`src/rtl/scan_mux.sv`:
```
// Registered N-channel multiplexer with valid/ready output: forwards a selected
// channel on request (direct mode) or sweeps all channels with an idle gap (scan mode).
`default_nettype none

module scan_mux #(
    parameter int W  = 8,
    parameter int N  = 16,
    parameter int DW = 8,
    localparam int SW = $clog2(N)
) (
    input  logic             clk,
    input  logic             rst_n,
    input  logic [N*W-1:0]   in_data,
    input  logic             mode,
    input  logic [SW-1:0]    sel,
    input  logic             sel_valid,
    input  logic             start,
    input  logic [DW-1:0]    dwell,
    input  logic             abort,
    output logic [W-1:0]     out_data,
    output logic [SW-1:0]    out_ch,
    output logic             out_valid,
    input  logic             out_ready,
    output logic             busy,
    output logic             done
);

    typedef enum logic [1:0] {ST_IDLE, ST_WAIT, ST_GAP} state_t;

    state_t          state, state_d;
    logic [W-1:0]    data_d;
    logic [SW-1:0]   ch_d;
    logic            valid_d, busy_d, done_d;
    logic [SW-1:0]   chan, chan_d;
    logic [DW-1:0]   gap_cnt, gap_d;
    logic [DW-1:0]   dwell_q, dwell_d;
    logic            slot_free, xfer;
    logic [SW-1:0]   chan_next;

    // Out-of-range indices select zero rather than wrapping or reading past the bus.
    function automatic logic [W-1:0] pick(input logic [N*W-1:0] d, input logic [SW-1:0] idx);
        logic [W-1:0] r;
        r = '0;
        for (int c = 0; c < N; c++) begin
            if (idx == SW'(c)) r = d[c*W +: W];
        end
        return r;
    endfunction

    assign slot_free = !out_valid || out_ready;
    assign xfer      = out_valid && out_ready;
    assign chan_next = chan + SW'(1);

    always_comb begin
        state_d = state;
        data_d  = out_data;
        ch_d    = out_ch;
        valid_d = out_valid;
        done_d  = 1'b0;
        chan_d  = chan;
        gap_d   = gap_cnt;
        dwell_d = dwell_q;
        case (state)
            ST_IDLE: begin
                if (!mode) begin
                    if (sel_valid && slot_free) begin
                        data_d  = pick(in_data, sel);
                        ch_d    = sel;
                        valid_d = 1'b1;
                    end else if (out_ready) begin
                        valid_d = 1'b0;
                    end
                end else begin
                    // A start coinciding with the done pulse waits for the next cycle.
                    if (start && slot_free && !done) begin
                        data_d  = pick(in_data, '0);
                        ch_d    = '0;
                        chan_d  = '0;
                        valid_d = 1'b1;
                        dwell_d = dwell;
                        state_d = ST_WAIT;
                    end else if (out_ready) begin
                        valid_d = 1'b0;
                    end
                end
            end
            ST_WAIT: begin
                if (abort) begin
                    valid_d = 1'b0;
                    state_d = ST_IDLE;
                end else if (xfer) begin
                    if (chan == SW'(N - 1)) begin
                        valid_d = 1'b0;
                        done_d  = 1'b1;
                        state_d = ST_IDLE;
                    end else if (dwell_q == '0) begin
                        data_d  = pick(in_data, chan_next);
                        ch_d    = chan_next;
                        chan_d  = chan_next;
                    end else begin
                        valid_d = 1'b0;
                        gap_d   = dwell_q;
                        state_d = ST_GAP;
                    end
                end
            end
            ST_GAP: begin
                if (abort) begin
                    valid_d = 1'b0;
                    state_d = ST_IDLE;
                end else begin
                    gap_d = gap_cnt - DW'(1);
                    if (gap_cnt == DW'(1)) begin
                        data_d  = pick(in_data, chan_next);
                        ch_d    = chan_next;
                        chan_d  = chan_next;
                        valid_d = 1'b1;
                        state_d = ST_WAIT;
                    end
                end
            end
            default: state_d = ST_IDLE;
        endcase
        busy_d = (state_d != ST_IDLE);
    end

    always_ff @(posedge clk or negedge rst_n) begin
        if (!rst_n) begin
            state     <= ST_IDLE;
            out_data  <= '0;
            out_ch    <= '0;
            out_valid <= 1'b0;
            busy      <= 1'b0;
            done      <= 1'b0;
            chan      <= '0;
            gap_cnt   <= '0;
            dwell_q   <= '0;
        end else begin
            state     <= state_d;
            out_data  <= data_d;
            out_ch    <= ch_d;
            out_valid <= valid_d;
            busy      <= busy_d;
            done      <= done_d;
            chan      <= chan_d;
            gap_cnt   <= gap_d;
            dwell_q   <= dwell_d;
        end
    end

endmodule

`default_nettype wire

```
`config.mk`:
```
export PLATFORM = sky130hd
export DESIGN_NAME = scan_mux
export DESIGN_NICKNAME = d
export VERILOG_FILES = /design/src/rtl/scan_mux.sv
export SDC_FILE = /design/constraint.sdc
export NUM_CORES = 1
export LEC_CHECK = 0
export BUFFER_PORTS_ARGS = -buffer_cell sky130_fd_sc_hd__buf_4
export CORE_MARGIN = 10
export CORE_UTILIZATION = 40
export CTS_BUF_LIST = sky130_fd_sc_hd__clkbuf_8
export DETAILED_ROUTE_END_ITERATION = 12
export PLACE_DENSITY = 0.65
export SYNTH_ARGS = -nofsm -noshare
export SYNTH_HDL_FRONTEND = slang
export SYNTH_SLANG_ARGS = --single-unit
export TNS_END_PERCENT = 5
```
`constraint.sdc`:
```
create_clock -name clk -period 3 [get_ports clk]
set_clock_uncertainty 0.2 [all_clocks]
set_input_delay 0.3 -clock clk [delete_from_list [all_inputs] [get_ports clk]]
set_output_delay 0.3 -clock clk [all_outputs]
set_load 0.01 [all_outputs]
```
==> run summary, run 1 <==
Status: finished, final reports clean
# DRC: 0
FFs w/ async S/R, synth: 100.0%
Inst Count DP: 998
Worst hold stages: 2
Ys Warns: 0
Port buffer count: 161
First-pass GRT wire length: 38410 um
CTS clock-pin slew for the worst setup and hold paths: 0.09 ns
Top cell by count, worst path: o22ai_1
Htree depth: 2
FMAX: 340.7 MHz
Fin area: 6842 um2
Setup violations, final: 0
Post-layout util: 54.44%
Startpoint class of the critical path: register
Starting Density: 40.62%
Multiplexer area fraction after synthesis: 12.50%
Num CTS Buffers: 5
Cell variety after synth: 74
Total die area: 17680 um2
Power per cell area: 790.6 nW/um2
Most common cell after layout, fill and taps aside: buf_4
Initial DRC Count: 958
Ant diodes: 0
Total GRT Usage: 26.97%
Worst slew pin tran: 0.6346 ns
Endpoints failing hold: 0
Via count: 6751
Power, Total: 5409 uW
Width of the die: 133.0 um
Crit-path cells: ha_1 -> or3b_2 -> o41a_1 -> o32ai_1 -> o22ai_1 -> a211oi_1 -> o22ai_1
GPL Wtd Cong: 1.026
Post-Synthesis Cells: 681
Avg WL per Cell: 25.25 um
Placement-stage cell area: 6649 um2
Post-synth EDFFs: 0
Share of the synthesized area in the top cell type: 18.14%
CP peak stage delay: 0.53 ns
Top Ports: 162
WP depth: 7
Synthesized-area fraction occupied by xor and xnor cells: 0.1716%
Hold crit path type: in2reg
Worst skew pair latency: 0.30 ns
Yosys reg bits: 37
Area Overhead vs Synth: 34.02%
Seq. cell area: 925.9 um2
Leak: 0.002859 uW
Vias per inst: 6.678
Hpwl dp: 20070 um
Core area: 12570 um2
Cell row count: 41
Final WL: 25530 um
Max Cap Viol: 0
Finished Layout Cells: 1011
Worst Reg2Reg Path Length in Cells: 7
Hold slack final: 0.03178 ns
GRT overflow: 0
Synth Area in Simple Gates: 21.27%
Post-synthesis sequential area ratio: 18.14%
DRT Pass-1 Iters: 7
Synth Area in Adders: 2.696%
Initial antenna violation count: 0
CTS sink count: 37
CP delay by family, top: compound AO/OA/AOI/OAI gates
Cell Area, Synth: 5105 um2
Main combinational cell family by area after synthesis: compound AO/OA/AOI/OAI gates
Root buf cell: clkbuf_8
Layout net count: 996
CP Capture Type: register
Setup CP Type: reg2reg
Mapped Nets: 839
Slowest library cell on the worst path: or3b_2
Max-slew violations: 0
Bufs on Longest Clock Path: 2
Post-synth top area cell: dfrtp_1
Unrepaired setup endpoints after global routing: true
Synth top area cells: dfrtp_1 (18%), mux4_2 (7.1%), a21oi_1 (5.8%)
Relative slew margins: 57.61%
Tmin final: 2.935 ns
Final period utilization: 97.83%
Filler cells: 1213
Avg Cell Area, Syn: 7.496 um2
Compound-Gate Fraction of Synth Area: 38.31%
VDD IR max: 432.3 uV
Layout cells sized above 1: 31.23%
Worst endpoint data arrival time: 2.90 ns
Most frequent cells in the layout: buf_4 (205), nand2_1 (66), a21oi_1 (59), nor2_1 (57), o21ai_0 (38)
CTS tree: done
Crit-path max FO: 10
Top FF cell, synth: dfrtp_1
Die H: 133.0 um
Multi-input logic area: 3837 um2
Data required, critical path: 2.97 ns
Crit path buffers/inverters: 0
Largest net degree at the start of global routing: 48
Vias in the first global route: 6611
Post-route ant nets: 0
[metal layers]
metal  up-vias  track usage, %  wire length [um]  part of all wire, %
li1       2965               -                 -                    -
met4         0           9.291               839                  3.3
met5         -               0                 0                    0
met1      3183           34.82             10310                   40
met2       530           41.98             11330                   44
met3        73           7.646              3044                   12
[flip-flops by register name (all words and copies together) (netlist names), 2 cells and up]
name	cells
chan	4
dwell_q	8
gap_cnt	8
out_ch	4
out_data	8
state	2
[kinds of logic (layout without fill, tap and decap cells)]
| logic type | count (synthesis) | count (layout) |
|---|---|---|
| flip-flops | 37 | 37 |
| AND/OR/NAND/NOR | 224 | 224 |
| AO/OA/AOI/OAI | 278 | 278 |
| XOR/XNOR | 1 | 1 |
| multiplexers | 42 | 42 |
| buffers and inverters | 88 | 246 |
| adder cells (fa/ha/maj) | 11 | 11 |
[power breakdown]
part           internal [uW]  leakage [uW]  switching, uW
Combinational           1640       0.00235           2250
Sequential               736      0.000445            227
Clock                    335     0.0000687            211
Total                   2720       0.00286           2690
[final cells by class]
class                           count  area share [%]
Multi-Input combinational cell    556           56.09
Timing Repair Buffer              210           23.68
Sequential cell                    37           13.53
Tap cell                          172           3.146
Inverter                           28           1.536
Clock buffer                        5           1.006
Clock inverter                      3           1.006
[repair_timing]
item / in CTS / in global routing
hold endpoints to repair: 37 / 0
setup buffers: 0 / 4
endpoints found under the setup margin: 0 / 7
resized for setup: 0 / 3
hold buffers: 1 / 0
[metrics by stage]
stage	setup slack [ns]	TNS [ns]
after floorplan	0.4424	0
after detailed placement	0.04091	0
final	0.06523	0
after CTS	0.04543	0
after global placement	0.1033	0
after global routing	-0.01704	-0.03077
[synth_stat cells, drive strengths merged (16+ instances only)]
| library cell | instances |
|---|---|
| a21oi | 60 |
| a221oi | 16 |
| buf | 18 |
| clkbuf | 42 |
| dfrtp | 37 |
| inv | 26 |
| mux4 | 16 |
| nand2 | 66 |
| nand2b | 18 |
| nand3 | 20 |
| nor2 | 58 |
| o21ai | 42 |
| o22ai | 29 |
[final timing paths]
path | start | end | slack (ns)
min reg2reg | gap_cnt[1]$_DFFE_PN0P_ | gap_cnt[1]$_DFFE_PN0P_ | 0.33
min | dwell[7] | dwell_q[7]$_DFFE_PN0P_ | 0.03
max reg2reg | chan[1]$_DFFE_PN0P_ | out_data[6]$_DFFE_PN0P_ | 0.07
max | chan[1]$_DFFE_PN0P_ | out_data[6]$_DFFE_PN0P_ | 0.07
max in group asynchronous | rst_n | done$_DFF_PN0_ | 1.91
min in group asynchronous | rst_n | out_data[5]$_DFFE_PN0P_ | 0.32
Note: power is estimated with default switching activity, not from simulation.
==> run 2, diff against run 1 <==
Settings changed: REMOVE_ABC_BUFFERS set to 1.
Clock period 3 ns to 3.8 ns, I/O delays scaled along.
==> run 2 against run 1 <==
Compared with the run above: clock power down 47%; register-to-register slack better by 0.40 ns; die area unchanged; first-iteration DRC count down 4.8%; fmax down 12%; non-clock buffer count down 27; utilization down 2.4 points; cell area down 4.5%; combinational power down 25%; critical path type unchanged; critical endpoint is now out_data[0]$_DFFE_PN0P_.
==> run summary, run 2 (synthesized netlist as in run 1, its figures left out) <==
GPL Wtd Cong: 0.9603
Top Ports: 162
FF-to-FF setup slack: 0.46 ns
Bufs on Longest Clock Path: 2
FMAX: 299.5 MHz
Post-route ant nets: 0
Status: finished, final reports clean
Max-slew violations: 0
CTS tree: done
Avg WL per Cell: 25.86 um
Width of the die: 133.0 um
CP peak stage delay: 0.58 ns
Combinational Power Share: 73.6%
Top Layer Used: met4
Tmin final: 3.339 ns
Final TNS setup: 0 ns
CTS sink count: 37
First-pass GRT wire length: 39130 um
Total GRT Usage: 27.62%
Layout net count: 969
Multi-input logic area: 3826 um2
VDD IR max: 237.6 uV
Area Overhead vs Synth: 28.01%
Num CTS Buffers: 5
# DRC: 0
Final WL: 25440 um
Filler cells: 1263
Most common cell after layout, fill and taps aside: buf_4
Vias in the first global route: 6698
Worst endpoint data arrival time: 3.36 ns
Unrepaired setup endpoints after global routing: false
Hold crit path type: in2reg
Relative slew margins: 29.23%
Largest net degree at the start of global routing: 57
Final period utilization: 87.86%
Worst slew pin tran: 1.059 ns
Worst Hold Launch: dwell[5]
Most frequent cells in the layout: buf_4 (182), nand2_1 (66), a21oi_1 (59), nor2_1 (57), o21ai_0 (38)
Switching power: 2073 uW
Cell row count: 41
Worst skew pair latency: 0.30 ns
Slowest library cell on the worst path: a211oi_4
Total die area: 17680 um2
Sequential share of power: 19.1%
CP Capture Type: register
CTS clock-pin slew for the worst setup and hold paths: 0.08 ns
FF-to-FF Start: chan[0]$_DFFE_PN0P_
Finished Layout Cells: 984
Power per cell area: 605.3 nW/um2
Setup violations, final: 0
Int Power: 1882 uW
Vias per inst: 6.736
Leak: 0.002687 uW
Endpoints failing hold: 0
Worst hold stages: 2
Max Cap Viol: 0
R2R Path End: out_data[0]$_DFFE_PN0P_
Inst Count DP: 975
Hold EP: dwell_q[5]$_DFFE_PN0P_
GRT overflow: 0
Htree depth: 2
Data required, critical path: 3.82 ns
Initial antenna violation count: 0
M1 WL: 10340 um
Root buf cell: clkbuf_8
Port buffer count: 161
Startpoint class of the critical path: register
Worst Reg2Reg Path Length in Cells: 8
Met3 wire len: 2632 um
Post CTS Setup Buffer Count: 0
Ant diodes: 0
Clock network fraction of design power: 7.3%
Seq. cell area: 925.9 um2
Starting Density: 40.62%
Hpwl dp: 19560 um
Layout cells sized above 1: 28.69%
Via count: 6628
DRT Pass-1 Iters: 6
Net Sw Frac: 52.42%
Crit-path cells: ha_1 -> nand3_1 -> nor4b_1 -> a31oi_1 -> a211oi_4 -> nor2_2 -> or4_1 -> o211ai_1
Crit-path max FO: 23
Initial DRC Count: 912
Post-layout util: 52.00%
Die H: 133.0 um
Core area: 12570 um2
Met2 wire length: 11570 um
Largest registers: dwell_q x8, gap_cnt x8, out_data x8
Setup CP Type: reg2reg
-- run 2: power by group through the flow --
| stage | sequential (uW) | combinational [uW] | clock [uW] |
|---|---|---|---|
| global placement | 749 | 2820 | 0 |
| global route | 782 | 3140 | 314 |
| CTS | 754 | 2840 | 297 |
| finish | 756 | 2910 | 288 |
| detailed placement | 762 | 2830 | 0 |
| floorplan | 756 | 1690 | 0 |
-- run 2: through the flow --
step	instance area (um2)	hold WS (ns)	worst slack (ns)	power, uW
final	6535	0.1056	0.4614	3955
after global routing	6535	0.09633	0.1681	4234
after CTS	6535	0.09992	0.5133	3896
after detailed placement	6439	0.1890	0.5145	3591
after global placement	6439	0.1881	0.6335	3571
after floorplan	4857	-0.1156	0.4438	2449
-- run 2: final cells by class --
class	instances	share of cell area, %
Sequential cell	37	14.17
Timing Repair Buffer	183	21.06
Clock buffer	5	1.053
Inverter	28	1.608
Clock inverter	3	0.2680
Tap cell	172	3.293
Multi-Input combinational cell	556	58.55
-- run 2: routing by layer --
layer  up-vias  track usage (%)
met3        72            5.942
met4         0            9.780
li1       2902                -
met2       488            43.86
met5         -                0
met1      3166            36.00
-- run 2: critical path, delay by kind of cell (launching register included) --
family                   cells  cell delay, ns
AO/OA/AOI/OAI                3            0.87
flip-flops                   1            0.51
AND/OR/NAND/NOR              4            1.12
adder cells (fa/ha/maj)      1            0.55
-- run 2: worst max-delay path by stage --
stage | startpoint | endpoint | slack [ns] | cells after the start
after floorplan | chan[1]$_DFFE_PN0P_ | out_data[4]$_DFFE_PN0P_ | 0.44 | 9
final | chan[0]$_DFFE_PN0P_ | out_data[0]$_DFFE_PN0P_ | 0.46 | 8
after detailed placement | chan[0]$_DFFE_PN0P_ | out_data[0]$_DFFE_PN0P_ | 0.51 | 8
after global routing | chan[0]$_DFFE_PN0P_ | out_data[0]$_DFFE_PN0P_ | 0.17 | 8
after CTS | chan[0]$_DFFE_PN0P_ | out_data[0]$_DFFE_PN0P_ | 0.51 | 8
after global placement | chan[0]$_DFFE_PN0P_ | out_data[0]$_DFFE_PN0P_ | 0.63 | 8
-- run 2: repair_timing --
item / 4_1_cts / 5_1_grt
setup endpoints to repair: 0 / 0
resized for setup: 0 / 0
hold buffers: 1 / 0
endpoints found under the hold margin: 37 / 0
